File: src/rtl/alu_muldiv_seq.sv
// Multi-cycle unsigned multiply/divide sequencer that borrows the core's shared 32-bit ALU.
// Shift-add multiply uses ALU ADD and restoring divide uses ALU SUB, one iteration per cycle.

`ifndef ALU_OP_ADD
`define ALU_OP_ADD 3'b000
`endif
`ifndef ALU_OP_SUB
`define ALU_OP_SUB 3'b001
`endif

module alu_muldiv_seq #(
    parameter int XLEN = 32,
    parameter int ITER = 32
) (
    input  logic            clk,
    input  logic            rst,
    input  logic            start,
    input  logic [1:0]      md_op,
    input  logic [XLEN-1:0] src_a,
    input  logic [XLEN-1:0] src_b,
    output logic            busy,
    output logic            done,
    output logic [XLEN-1:0] result,
    output logic [2:0]      alu_op,
    output logic [XLEN-1:0] alu_a,
    output logic [XLEN-1:0] alu_b,
    input  logic [XLEN-1:0] alu_c
);

    localparam int CNT_W = $clog2(ITER);

    typedef enum logic [1:0] {
        IDLE,
        RUN,
        DONE
    } state_t;

    state_t            state;
    logic [1:0]        op;
    logic [CNT_W-1:0]  cnt;
    logic [XLEN-1:0]   acc;
    logic [XLEN-1:0]   lo;
    logic [XLEN-1:0]   opnd;

    logic              is_div;
    logic              running;
    logic [XLEN:0]     s;
    logic              borrow;
    logic              carry;
    logic [XLEN-1:0]   acc_nxt;
    logic [XLEN-1:0]   lo_nxt;
    logic [XLEN-1:0]   result_nxt;

    // acc/lo hold {hi,lo} for multiply and {R,Q} for divide; opnd is M or D.
    // R never needs a 33rd bit: it only keeps S when S[32]=0 (borrow case).
    assign is_div  = op[1];
    assign running = (state == RUN);
    assign s       = {acc, lo[XLEN-1]};
    assign borrow  = ~s[XLEN] & (s[XLEN-1:0] < opnd);
    assign carry   = (alu_c < acc);

    assign busy   = (state != IDLE);
    assign done   = (state == DONE);
    assign alu_op = (running && is_div) ? `ALU_OP_SUB : `ALU_OP_ADD;
    assign alu_a  = !running ? '0 : (is_div ? s[XLEN-1:0] : acc);
    assign alu_b  = running ? opnd : '0;

    always_comb begin
        acc_nxt    = acc;
        lo_nxt     = lo;
        result_nxt = '0;
        if (is_div) begin
            if (borrow) begin
                acc_nxt = s[XLEN-1:0];
                lo_nxt  = {lo[XLEN-2:0], 1'b0};
            end else begin
                acc_nxt = alu_c;
                lo_nxt  = {lo[XLEN-2:0], 1'b1};
            end
        end else if (lo[0]) begin
            acc_nxt = {carry, alu_c[XLEN-1:1]};
            lo_nxt  = {alu_c[0], lo[XLEN-1:1]};
        end else begin
            acc_nxt = {1'b0, acc[XLEN-1:1]};
            lo_nxt  = {acc[0], lo[XLEN-1:1]};
        end
        case (op)
            2'b00:   result_nxt = lo_nxt;
            2'b01:   result_nxt = acc_nxt;
            2'b10:   result_nxt = lo_nxt;
            default: result_nxt = acc_nxt;
        endcase
    end

    always_ff @(posedge clk) begin
        if (rst) begin
            state  <= IDLE;
            op     <= 2'b00;
            cnt    <= '0;
            acc    <= '0;
            lo     <= '0;
            opnd   <= '0;
            result <= '0;
        end else begin
            case (state)
                IDLE: begin
                    if (start) begin
                        op    <= md_op;
                        cnt   <= '0;
                        acc   <= '0;
                        lo    <= md_op[1] ? src_a : src_b;
                        opnd  <= md_op[1] ? src_b : src_a;
                        state <= RUN;
                    end
                end
                RUN: begin
                    acc <= acc_nxt;
                    lo  <= lo_nxt;
                    cnt <= cnt + CNT_W'(1);
                    if (cnt == CNT_W'(ITER - 1)) begin
                        result <= result_nxt;
                        state  <= DONE;
                    end
                end
                DONE:    state <= IDLE;
                default: state <= IDLE;
            endcase
        end
    end

endmodule

File: config.mk
export PLATFORM = sky130hd
export DESIGN_NAME = alu_muldiv_seq
export DESIGN_NICKNAME = d
export VERILOG_FILES = /design/src/rtl/alu_muldiv_seq.sv
export SDC_FILE = /design/constraint.sdc
export NUM_CORES = 1
export LEC_CHECK = 0
export ABC_AREA = 1
export ABC_CLOCK_PERIOD_IN_PS = 2100
export CORE_MARGIN = 2
export CORE_UTILIZATION = 45
export CTS_CLUSTER_SIZE = 14
export DETAILED_ROUTE_END_ITERATION = 12
export GPL_TIMING_DRIVEN = 0
export PLACE_DENSITY_LB_ADDON = 0.08
export SYNTH_ARGS = -nofsm -noshare
export SYNTH_HDL_FRONTEND = slang
export SYNTH_SLANG_ARGS = --single-unit
File: constraint.sdc
create_clock -name clk -period 2.1 [get_ports clk]
set_input_delay 0.315 -clock clk [delete_from_list [all_inputs] [get_ports clk]]
set_output_delay 0.315 -clock clk [all_outputs]
set_load 0.005 [all_outputs]
==> flow_metrics.py <==
metrics = {
    "outcome": {
        "outcome": "finished with violations",
        "violations": "negative setup slack",
    },
    "floorplanning": {
        "fp.dieArea_mm2": 0.0229,
        "fp.dieH_um": 151,
        "initial_utilization": 0.461,
        "rows": 53,
        "die_x_um": 151,
        "coreArea_mm2": 0.0212,
        "io-pin-count": 202,
    },
    "power": {
        "p_leak_nw": 6.37,
        "p_total_mw": 8.69,
        "powerDensity_mw_per_mm2": 609,
        "ir_worst_vdd_uv": 544,
    },
    "logic_synthesis": {
        "synth_commonest_cells": "339 x nand2_1, 247 x a21oi_1, 222 x inv_1",
        "synth-seq-cells": 137,
        "synth.distinct_cells": 32,
        "synthArstFlopShare": 0,
        "synth_ff_type": "dfxtp_1",
        "synth_top_cell_area_share": 0.281,
        "yosysWarnings": 0,
        "yosysMostFrequentCell": "nand2_1",
        "netlist_instances": 1591,
        "synth.avg_cell_area_um2": 6.13,
        "syn_area_mm2": 0.00976,
        "ys_top_cells_by_area": "dfxtp_1 28%, nand2_1 13%, a21oi_1 13%",
        "synth_top_area_cell": "dfxtp_1",
        "ys_seq_area_frac": 0.281,
        "synth_edf_count": 0,
    },
    "final_layout": {
        "syn_to_final_growth_pct": 46.1,
        "antennaDiodeCount": 0,
        "finalNetCount": 1995,
        "final_layout_size_suffix_gt1_frac": 0.224,
    },
    "timing": {
        "final.period_utilization": 1.08,
        "max_slew_margin": 0.444,
        "worst_pin_slew_ns": 0.833,
        "skew_ns": 0.0144,
        "max_freq_mhz": 442,
        "setup_viol": 65,
        "worst_slack_ns": -0.161,
        "rsz0062_at_grt": "yes",
        "final_max_slew_viol_count": 0,
        "hold_viol_final": 0,
        "period_needed_ns": 2.26,
    },
    "worst_setup_path": {
        "critPathKind": "reg -> reg",
        "slowest_delay_ns": 0.36,
        "end_kind": "flip-flop",
        "crit_fanout": 7,
        "critical_path_depth": 14,
        "path_buf_inv": 2,
        "arrival_ns": 2.56,
        "required_ns": 2.40,
        "cp_cell_sequence": "inv_4, ha_4, nand2_1, nor2_2, nand4_1, nor2_4, nand2_4, nand2_8, buf_6, nand2_2, nand3_2, nand3_2, nand2_2, a21oi_2",
        "reg2regPathDepth": 14,
        "crit_path_start_kind": "flip-flop",
        "critPathSlowestCell": "dfxtp_2",
        "path_delay_family": "simple AND/OR/NAND/NOR gates",
    },
    "grt": {
        "overflow": 0,
        "grt_pass1_wl_um": 59500,
        "track_usage": 0.342,
        "grt_antenna_before_repair": 1,
        "grt_pass1_vias": 11000,
        "grt_max_degree": 20,
    },
    "cts": {
        "htree_levels": 4,
        "clkSinkCount": 137,
        "numCtsBuffers": 17,
        "cts_root_buffer": "clkbuf_16",
        "cts.clk_slew.worst_paths_ns": 0.07,
        "cts_tree": "yes",
        "insertion_delay_ns": 0.45,
        "clockBufferDepth": 2,
    },
    "routing": {
        "routed_wl_um": 40500,
        "dr.pass1.iters": 6,
        "wire_per_inst_um": 19.1,
        "drc": 0,
        "ant_nets": 0,
        "vias_per_cell": 5.62,
        "drt_iter0_drc": 1200,
        "vias": 11900,
    },
    "placement": {
        "place.gp.congestion": 0.941,
        "dpl_worst_slack_ns": -0.630,
        "hpwl_um": 30800,
        "port_buffers": 197,
    },
    "flow_run": {
        "cap_violations": 0,
    },
    "min_path": {
        "hp-class": "reg -> reg",
        "holdPathStages": 2,
    },
}
registers in the layout, indices dropped and copies added, names as in the netlist:
name	cells
state	2
acc	32
cnt	5
lo	32
op	2
opnd	32
result	32
path summary, 6_finish.rpt:
kind / to / start / slack, ns
setup / recovery: result[17]$_SDFFE_PP0P_ / opnd[21]$_SDFFE_PP0P_ / -0.16
hold / removal: result[7]$_SDFFE_PP0P_ / result[7]$_SDFFE_PP0P_ / 0.47
setup reg to reg: result[17]$_SDFFE_PP0P_ / opnd[21]$_SDFFE_PP0P_ / -0.16
hold reg to reg: result[7]$_SDFFE_PP0P_ / result[7]$_SDFFE_PP0P_ / 0.47
cells in the final DEF, fill, tap and decap left out, types with 5 or more instances in the layout:
cell	netlist	layout
o21ai_0	189	182
buf_6	3	11
inv_2	1	12
o21ai_1	0	7
clkdlybuf4s50_1	0	149
ha_1	64	55
dfxtp_2	0	30
inv_1	222	205
clkbuf_2	0	13
dlymetal6s2s_1	0	15
nor2_1	112	97
dfxtp_1	137	104
o22ai_1	11	11
a31oi_1	5	5
nand2_4	1	16
o211ai_1	5	5
buf_4	2	20
buf_1	14	10
clkbuf_1	74	53
nor2_4	0	5
dlygate4sd2_1	0	16
nand2_1	339	251
nand3_1	96	43
clkdlybuf4s15_1	0	5
a21oi_1	247	191
nand2_2	12	83
clkbuf_16	0	22
buf_8	0	7
nand3_2	9	54
nor2_2	0	10
nand3_4	0	8
inv_4	0	5
a21oi_2	2	54
buf_2	18	15
o221ai_1	12	12
ha_4	0	9
area by class of cell:
type                            instances  area, um2
Multi-Input combinational cell       1120       6770
Tap cell                              275        344
Buffer                                109        747
Fill cell                            1901       6900
Clock inverter                         14        135
Clock buffer                           18        439
Sequential cell                       137       2790
Inverter                              224        862
Timing Repair Buffer                  221       2160
worst register-to-register path, stage by stage (launching register included):
cell     delay [ns]
dfxtp_2        0.36
inv_4          0.06
ha_4           0.27
nand2_1        0.07
nor2_2         0.11
nand4_1        0.18
nor2_4         0.20
nand2_4        0.14
nand2_8        0.16
buf_6          0.16
nand2_2        0.05
nand3_2        0.08
nand3_2        0.08
nand2_2        0.15
a21oi_2        0.06
cells by family (layout without fill, tap and decap cells):
kind of cell    Yosys count  after routing  share of synthesized area
simple gates            577            577                      0.247
compound gates          477            477                      0.255
other cells               1              2                   0.000384
fa+ha+maj                64             64                     0.0821
buf+inv                 335            586                      0.134
flops                   137            137                      0.281
layer usage:
metal | global-route usage | share of wire | vias up | routed length (um)
met4 | 0.115 | 0.027 | 0 | 1110
met5 | 0 | 0 | - | 0
met2 | 0.525 | 0.44 | 618 | 17700
met1 | 0.477 | 0.45 | 5509 | 18100
met3 | 0.0684 | 0.089 | 80 | 3590
li1 | - | - | 5689 | -
report_power, final:
group | internal, mW | leakage (nW) | total [mW] | switching, mW
Sequential | 2.75 | 1.13 | 2.87 | 0.122
Combinational | 1.11 | 4.96 | 2.83 | 1.72
Clock | 1.60 | 0.277 | 2.98 | 1.39
Total | 5.46 | 6.37 | 8.69 | 3.23
timing repair:
action,4_1_cts,5_1_grt
gates resized for setup,284,229
hold endpoints to repair,0,0
buffers inserted,12,7
cloned,3,2
pin swaps,21,36
hold buffers,0,0
setup endpoints to repair,130,133
through the flow:
step	setup TNS, ns	cell area [um2]	hold slack, ns	util	instances
floorplan	0	9760	0.438	-	1592
global placement	-40.27	12100	0.450	0.571	2064
detailed placement	-38.02	12100	0.454	0.571	2064
CTS	-5.74	13500	0.464	0.640	2110
global route	-13.85	14300	0.476	0.674	2118
finish	-7.66	14300	0.466	0.674	2118
Power figures use the tool's default switching activity.
